`src/rtl/credential_entry.sv`:
```
// credential_entry: turns keypad presses into the 4-digit username + 4-digit password frame.
// Optional idle timeout is compiled in by defining CREDENTIAL_ENTRY_TIMEOUT_EN.
module credential_entry #(
    parameter int TIMEOUT_CYCLES = 100000000,
    parameter int DIGIT_MAX = 9
) (
    input  logic       clk,
    input  logic       rst,
    input  logic       keyValid,
    input  logic [4:0] keyCode,
    input  logic       resetCount,
    output logic [3:0] inputCount,
    output logic [4:0] userNameInput0,
    output logic [4:0] userNameInput1,
    output logic [4:0] userNameInput2,
    output logic [4:0] userNameInput3,
    output logic [4:0] passwordInput0,
    output logic [4:0] passwordInput1,
    output logic [4:0] passwordInput2,
    output logic [4:0] passwordInput3,
    output logic       entryDone
);
    localparam logic [4:0] L_DIGIT_MAX = 5'(DIGIT_MAX);
    logic       r_key_q;
    logic [3:0] r_count;
    logic [4:0] r_slot [8];
    logic       r_done;
    logic       w_press;
    logic       w_expire;
    logic       w_digit;
    logic [3:0] w_count_n;
    logic [3:0] w_dec;
    logic [4:0] w_slot_n [8];
    assign w_press = keyValid & ~r_key_q;
    assign w_digit = keyCode <= L_DIGIT_MAX;
    assign w_dec = r_count - 4'd1;
    // resetCount and timeout outrank the press, which is then dropped
    always_comb begin
        w_count_n = r_count;
        w_slot_n = r_slot;
        if (resetCount || w_expire || (w_press && keyCode == 5'd31)) begin
            w_count_n = 4'd0;
            for (int i = 0; i < 8; i++) w_slot_n[i] = 5'd0;
        end else if (w_press && w_digit && r_count != 4'd8) begin
            w_count_n = r_count + 4'd1;
            w_slot_n[r_count[2:0]] = keyCode;
        end else if (w_press && keyCode == 5'd30 && r_count != 4'd0) begin
            w_count_n = w_dec;
            w_slot_n[w_dec[2:0]] = 5'd0;
        end
    end
    always_ff @(posedge clk) begin
        if (rst) begin
            r_key_q <= 1'b0;
            r_count <= 4'd0;
            r_done <= 1'b0;
            for (int i = 0; i < 8; i++) r_slot[i] <= 5'd0;
        end else begin
            r_key_q <= keyValid;
            r_count <= w_count_n;
            r_slot <= w_slot_n;
            r_done <= r_count == 4'd7 && w_count_n == 4'd8;
        end
    end
`ifdef CREDENTIAL_ENTRY_TIMEOUT_EN
    logic [26:0] r_timer;
    assign w_expire = r_timer == 27'(TIMEOUT_CYCLES - 1);
    always_ff @(posedge clk) begin
        if (rst || resetCount || w_expire || w_press || r_count == 4'd0 || r_count == 4'd8)
            r_timer <= 27'd0;
        else
            r_timer <= r_timer + 27'd1;
    end
`else
    // never true for a legal TIMEOUT_CYCLES, so partial entries persist
    assign w_expire = TIMEOUT_CYCLES < 0;
`endif
    assign inputCount = r_count;
    assign userNameInput0 = r_slot[0];
    assign userNameInput1 = r_slot[1];
    assign userNameInput2 = r_slot[2];
    assign userNameInput3 = r_slot[3];
    assign passwordInput0 = r_slot[4];
    assign passwordInput1 = r_slot[5];
    assign passwordInput2 = r_slot[6];
    assign passwordInput3 = r_slot[7];
    assign entryDone = r_done;
endmodule

```
`config.mk`:
```
export PLATFORM = sky130hd
export DESIGN_NAME = credential_entry
export DESIGN_NICKNAME = d
export VERILOG_FILES = /design/src/rtl/credential_entry.sv
export SDC_FILE = /design/constraint.sdc
export NUM_CORES = 1
export LEC_CHECK = 0
export ABC_AREA = 1
export ABC_CLOCK_PERIOD_IN_PS = 4100
export CORE_UTILIZATION = 60
export CTS_BUF_LIST = sky130_fd_sc_hd__clkbuf_4 sky130_fd_sc_hd__clkbuf_8 sky130_fd_sc_hd__clkbuf_16
export CTS_CLUSTER_DIAMETER = 80
export DETAILED_ROUTE_END_ITERATION = 10
export DONT_BUFFER_PORTS = 1
export GPL_TIMING_DRIVEN = 0
export PLACE_DENSITY = 0.82
export RECOVER_POWER = 25
export SETUP_SLACK_MARGIN = 0.1
export SLEW_MARGIN = 20
export SYNTH_ARGS = -nofsm -noshare
export SYNTH_HDL_FRONTEND = slang
export SYNTH_SLANG_ARGS = --single-unit
export TNS_END_PERCENT = 30
```
`constraint.sdc`:
```
create_clock -name clk -period 4.1 [get_ports clk]
set_input_delay 0.615 -clock clk [delete_from_list [all_inputs] [get_ports clk]]
set_output_delay 0.615 -clock clk [all_outputs]
set_load 0.02 [all_outputs]
```
==> results of run 1 <==
[kinds of logic (layout without fill, tap and decap cells)]
| kind of cell | count (synthesis) | in the layout | share of synthesized area |
|---|---|---|---|
| simple gates | 247 | 247 | 0.429 |
| compound gates | 50 | 50 | 0.105 |
| flops | 46 | 46 | 0.368 |
| buf+inv | 42 | 50 | 0.0875 |
| fa+ha+maj | 2 | 2 | 0.0100 |
[per-layer routing]
layer  vias up  share of wire
li1       1272              -
met1      1136           0.45
met2       118           0.46
met3         7          0.077
met4         0         0.0094
met5         -              0
[stage by stage]
step / worst slack (ps) / instance area, um^2 / utilization / power, mW / std cells
finish: 2020 / 2680 / 0.669 / 0.859 / 445
global route: 1840 / 2680 / 0.669 / 0.884 / 445
CTS: 2050 / 2680 / 0.669 / 0.862 / 445
detailed placement: 2070 / 2560 / 0.641 / 0.524 / 437
global placement: 2110 / 2560 / 0.641 / 0.523 / 437
floorplan: 2360 / 2500 / - / 0.508 / 387
[power by group through the flow]
| stage | clock [mW] | sequential (mW) | combinational (mW) |
|---|---|---|---|
| 3_3_place_gp | 0 | 0.462 | 0.0606 |
| 5_1_grt | 0.363 | 0.452 | 0.0692 |
| 4_1_cts | 0.349 | 0.451 | 0.0618 |
| 2_1_floorplan | 0 | 0.462 | 0.0469 |
| 6_report | 0.345 | 0.451 | 0.0629 |
| 3_5_place_dp | 0 | 0.462 | 0.0615 |
[critical path, cell delays in order (launching register included)]
cell and delay, ps:
dfxtp_1 590, inv_2 180, ha_1 290, nand3_2 110, nand3_4 120, buf_6 180, nor2_2 200, inv_1 140
nand3_1 90, a21oi_1 60
[final cells by class]
cell class	instances	area, um^2	share of cell area
inverter	24	95.1	0.0355
tap	50	62.6	0.0234
clock inverter	1	30.0	0.0112
sequential	46	921	0.344
multi-input combinational	299	1360	0.508
clock buffer	7	83.8	0.0313
buffer	18	124	0.0463
[cells in the final DEF (no fill, tap or decap), drive strengths merged]
cell type / count
a21oi: 35
a31oi: 1
buf: 17
bufinv: 1
clkbuf: 8
dfxtp: 46
ha: 2
inv: 24
nand2: 128
nand3: 74
nand4: 1
nor2: 42
nor3: 1
o21ai: 14
or2: 1
[registers in the layout (all words and copies together) (netlist names)]
| register | count |
|---|---|
| inputCount | 4 |
| passwordInput0 | 5 |
| userNameInput1 | 5 |
| passwordInput2 | 5 |
| r_key_q | 1 |
| entryDone | 1 |
| userNameInput3 | 5 |
| passwordInput1 | 5 |
| userNameInput2 | 5 |
| userNameInput0 | 5 |
| passwordInput3 | 5 |
[final timing paths]
path	to	slack, ps	cells after the start
max	passwordInput3[2]	2020	9
min	inputCount[1]	380	1
max reg2reg	passwordInput3[2]	2020	9
min reg2reg	userNameInput2[4]	540	2
==> results.cfg, run 1 <==
[detailed_routing]
routed_via_density = 5.69
vias = 2533
routed_wl_mm = 6.17
first_pass_iters = 5
wl_per_cell_um = 13.9
drcViolationCount = 0
ant_nets = 0
drt_iter0_markers = 228

[sta]
final-setup-viol-count = 0
min_period_ps = 2080
rsz0062_at_grt = no
hold_ws_ps = 381
finalHoldViolations = 0
fin_skew_ps = 7.50
slew_headroom = 0.705
finalSetupTns_ps = 0
final-max-slew-violation-count = 0
worstMarginPinSlew_ps = 442
maxClockFrequency_mhz = 481
min_period_over_period = 0.507

[cts]
h-tree-depth = 2
clkTransAtPathRegs_ps = 80
ctsResizeCount = 0
clockBufferDepth = 2
cts_sinks = 46
cts_root_buffer = clkbuf_8
cts_tree = done
insertion_delay_ps = 300
hold_buffers = 0
post-cts-setup-buffer-count = 0
cts_buffers = 5

[global_route]
overflow = 0
grt_pass1_wl_mm = 10.4
grt_use_met3 = 0.0959
antenna_found_initial = 0
grt_max_degree = 14
grt_pass1_vias = 2310
use_met2 = 0.467
grt_usage = 0.306
gr-max-usage-layer = met2
grt_use_met1 = 0.400

[cells_and_area]
diodes = 0
syn_to_final_growth_pct = 7.05
fill_cells = 370
drive_above_1_share = 0.0987
nNetsFinal = 405

[critical_path]
r2r_start = inputCount[0]
crit_path_end_kind = flip-flop
start_kind = flip-flop
worstPathMaxFanout = 10
critical_path.startpoint = inputCount[0]
worstSetupPathType = flip-flop to flip-flop
arrival_ps = 2260
cp.required_ps = 4280

[placement]
hpwl_mm = 4.40
port_buffers = 0
gp_congestion = 0.882

[pwr]
vdd_ir_drop_max_v = 0.000196
p_per_area_nw_per_um2 = 321
power_frac_comb = 0.073
p_seq_frac = 0.526
netSwitchingFraction = 0.231
switchingPower_uw = 198
intPower_uw = 661
power.leakage_nw = 1.07
clock_power_share = 0.401

[die]
fp-row-count = 23
dieWidth_um = 66.6
io_pins = 54
die_y_um = 66.6
start_util = 0.625
coreArea_um2 = 4000
die-area_um2 = 4430

[synth]
ys_warn_count = 0
yosys.area.top_type = dfxtp_1
ys_seq_area_frac = 0.368
synth_most_common_cell = nand2_1
ys_ff_latch = 46
ys_types = 25
async_flop_share = 0
yosys-top-cells-area = dfxtp_1 37%, nand2_1 19%, nand3_1 14%
netlist_instances = 387
syn-mean-instance-area_um2 = 6.46
ys.flop_type = dfxtp_1
synth_nets = 398
synth_top_area_frac = 0.368
synth_common_cells = 126 x nand2_1, 71 x nand3_1, 46 x dfxtp_1, 39 x nor2_1, 35 x a21oi_1
synth_edf_count = 0
syn_area_um2 = 2500

[min_path]
hp-start = rst
hp-class = primary input to flip-flop

[outcome]
outcome = finished, final reports clean

[job]
drv_cap = 0
No activity file was read; power rests on OpenSTA's default activity.
==> run 2: changes to the inputs <==
--- a/config.mk
+++ b/config.mk
@@ -6,7 +6,7 @@
 export NUM_CORES = 1
 export LEC_CHECK = 0
 export ABC_AREA = 1
-export ABC_CLOCK_PERIOD_IN_PS = 4100
+export ABC_CLOCK_PERIOD_IN_PS = 2100
 export CORE_UTILIZATION = 60
 export CTS_BUF_LIST = sky130_fd_sc_hd__clkbuf_4 sky130_fd_sc_hd__clkbuf_8 sky130_fd_sc_hd__clkbuf_16
 export CTS_CLUSTER_DIAMETER = 80
==> constraint.sdc (replaced) <==
create_clock -name clk -period 2.1 [get_ports clk]
set_input_delay 0.315 -clock clk [delete_from_list [all_inputs] [get_ports clk]]
set_output_delay 0.315 -clock clk [all_outputs]
set_load 0.02 [all_outputs]
==> results.cfg, run 2 (synthesis results as in run 1) <==
[outcome]
outcome = finished, final reports clean

[cts]
post-cts-setup-buffer-count = 0
cts_sinks = 46
cts_tree = done
clkTransAtPathRegs_ps = 90
cts_root_buffer = clkbuf_8
cts_buffers = 5
insertion_delay_ps = 300
h-tree-depth = 2
clockBufferDepth = 2
hold_buffers = 0

[critical_path]
cpPeakStageDelay_ps = 400
slowest_stage = dfxtp_4
cp.required_ps = 2340
arrival_ps = 2090
worstPathCellList = inv_2 > ha_1 > nand3_2 > nand3_4 > clkbuf_1 > nand3_1 > nand2_1 > nand2_1 > a21oi_1
crit_path_end_kind = flip-flop
crit_path_frequent_cell = nand2_1
r2r_start = inputCount[0]
worstSetupPathType = flip-flop to flip-flop
endpoint = userNameInput2[2]
rr_endpoint = userNameInput2[2]
ff2ff_setup_slack_ps = 250
start_kind = flip-flop
r2r_cells = 9
worstPathMaxFanout = 10
critical_path.startpoint = inputCount[0]

[die]
io_pins = 54
dieWidth_um = 66.6
die_y_um = 66.6
coreArea_um2 = 4000
start_util = 0.625
fp-row-count = 23
die-area_um2 = 4430

[sta]
final-max-slew-violation-count = 0
maxClockFrequency_mhz = 540
finalSetupTns_ps = 0
setup_slack_ps = 247
worstMarginPinSlew_ps = 451
min_period_ps = 1850
finalHoldViolations = 0
final-setup-viol-count = 0
rsz0062_at_grt = no
min_period_over_period = 0.882
slew_headroom = 0.700
fin_skew_ps = 9.89

[pwr]
intPower_mw = 1.29
power.leakage_nw = 1.07
switchingPower_uw = 386
clock_power_share = 0.401
power_frac_comb = 0.074
netSwitchingFraction = 0.230
p_seq_frac = 0.525
p_per_area_nw_per_um2 = 622
vdd_ir_drop_max_v = 0.000380

[detailed_routing]
drcViolationCount = 0
routed_via_density = 5.74
first_pass_iters = 5
top_layer = met4
drt_iter0_markers = 197
vias = 2556
dr_wl_met2_mm = 2.84
routed_wl_mm = 6.16
met1_length_mm = 2.75
wl_met3_um = 480
ant_nets = 0
wl_per_cell_um = 13.8

[cells_and_area]
layout_common_cells = 126 x nand2_1, 70 x nand3_1, 44 x dfxtp_1, 39 x nor2_1, 35 x a21oi_1
diodes = 0
nNetsFinal = 405
final_common_cell = nand2_1
syn_to_final_growth_pct = 7.55
drive_above_1_share = 0.106

[placement]
hpwl_mm = 4.40
pre_cts_slack_ps = 68.4
gp_congestion = 0.882
port_buffers = 0

[global_route]
overflow = 0
antenna_found_initial = 0
grt_pass1_vias = 2310
grt_max_degree = 14
grt_usage = 0.306
grt_pass1_wl_mm = 10.4

[min_path]
hp-class = primary input to flip-flop

[job]
drv_cap = 0
==> run 2: cell types whose count changed in the layout (fill, tap and decap cells not counted) <==
cell     change
dfxtp_1      -2
nand3_2      +1
dfxtp_4      +2
nand3_1      -1
==> run 2: cell type report <==
class,instances,area (um^2)
clock buffer,7,83.8
sequential,46,928
inverter,24,95.1
clock inverter,1,30.0
tap,50,62.6
multi-input combinational,299,1370
buffer,18,124
fill,369,1310
==> run 2: metrics by stage <==
stage | cell area, um^2 | hold slack, ps | utilization | power (mW) | instances
floorplan | 2500 | 386 | - | 0.993 | 387
global placement | 2560 | 388 | 0.641 | 1.02 | 437
detailed placement | 2560 | 392 | 0.641 | 1.02 | 437
CTS | 2680 | 71.9 | 0.670 | 1.68 | 445
global route | 2690 | 61.8 | 0.673 | 1.72 | 445
finish | 2690 | 74.5 | 0.673 | 1.67 | 445
==> run 2: how the worst min path moves through the flow <==
stage	endpoint	slack (ps)	cells after the start	start
after floorplan	r_key_q	390	1	rst
after global placement	r_key_q	390	1	rst
after detailed placement	inputCount[1]	390	1	rst
after CTS	inputCount[1]	70	1	rst
after global routing	inputCount[1]	60	1	rst
final	inputCount[1]	70	1	rst
==> run 2: per-layer routing <==
layer  global-route usage  vias up
met4                0.109        0
li1                     -     1279
met2                0.467      121
met1                0.400     1143
met5                    0        -
met3               0.0959       13
==> run 2: repair_timing <==
action,in CTS,in global routing
pin swaps,0,0
hold endpoints to repair,0,0
resized for setup,2,3
setup endpoints to repair,15,21
==> run 2: critical path, delay by kind of cell (launching register included) <==
family          cells  cell delay [ps]
compound gates      1              120
fa+ha+maj           1              240
buf+inv             2              530
flops               1              400
simple gates        5              490
==> run 2: power by group through the flow <==
stage	logic [mW]	clock network, mW	registers [mW]
detailed placement	0.120	0	0.902
CTS	0.121	0.681	0.882
global route	0.136	0.709	0.880
global placement	0.118	0	0.902
finish	0.124	0.671	0.880
floorplan	0.0916	0	0.901
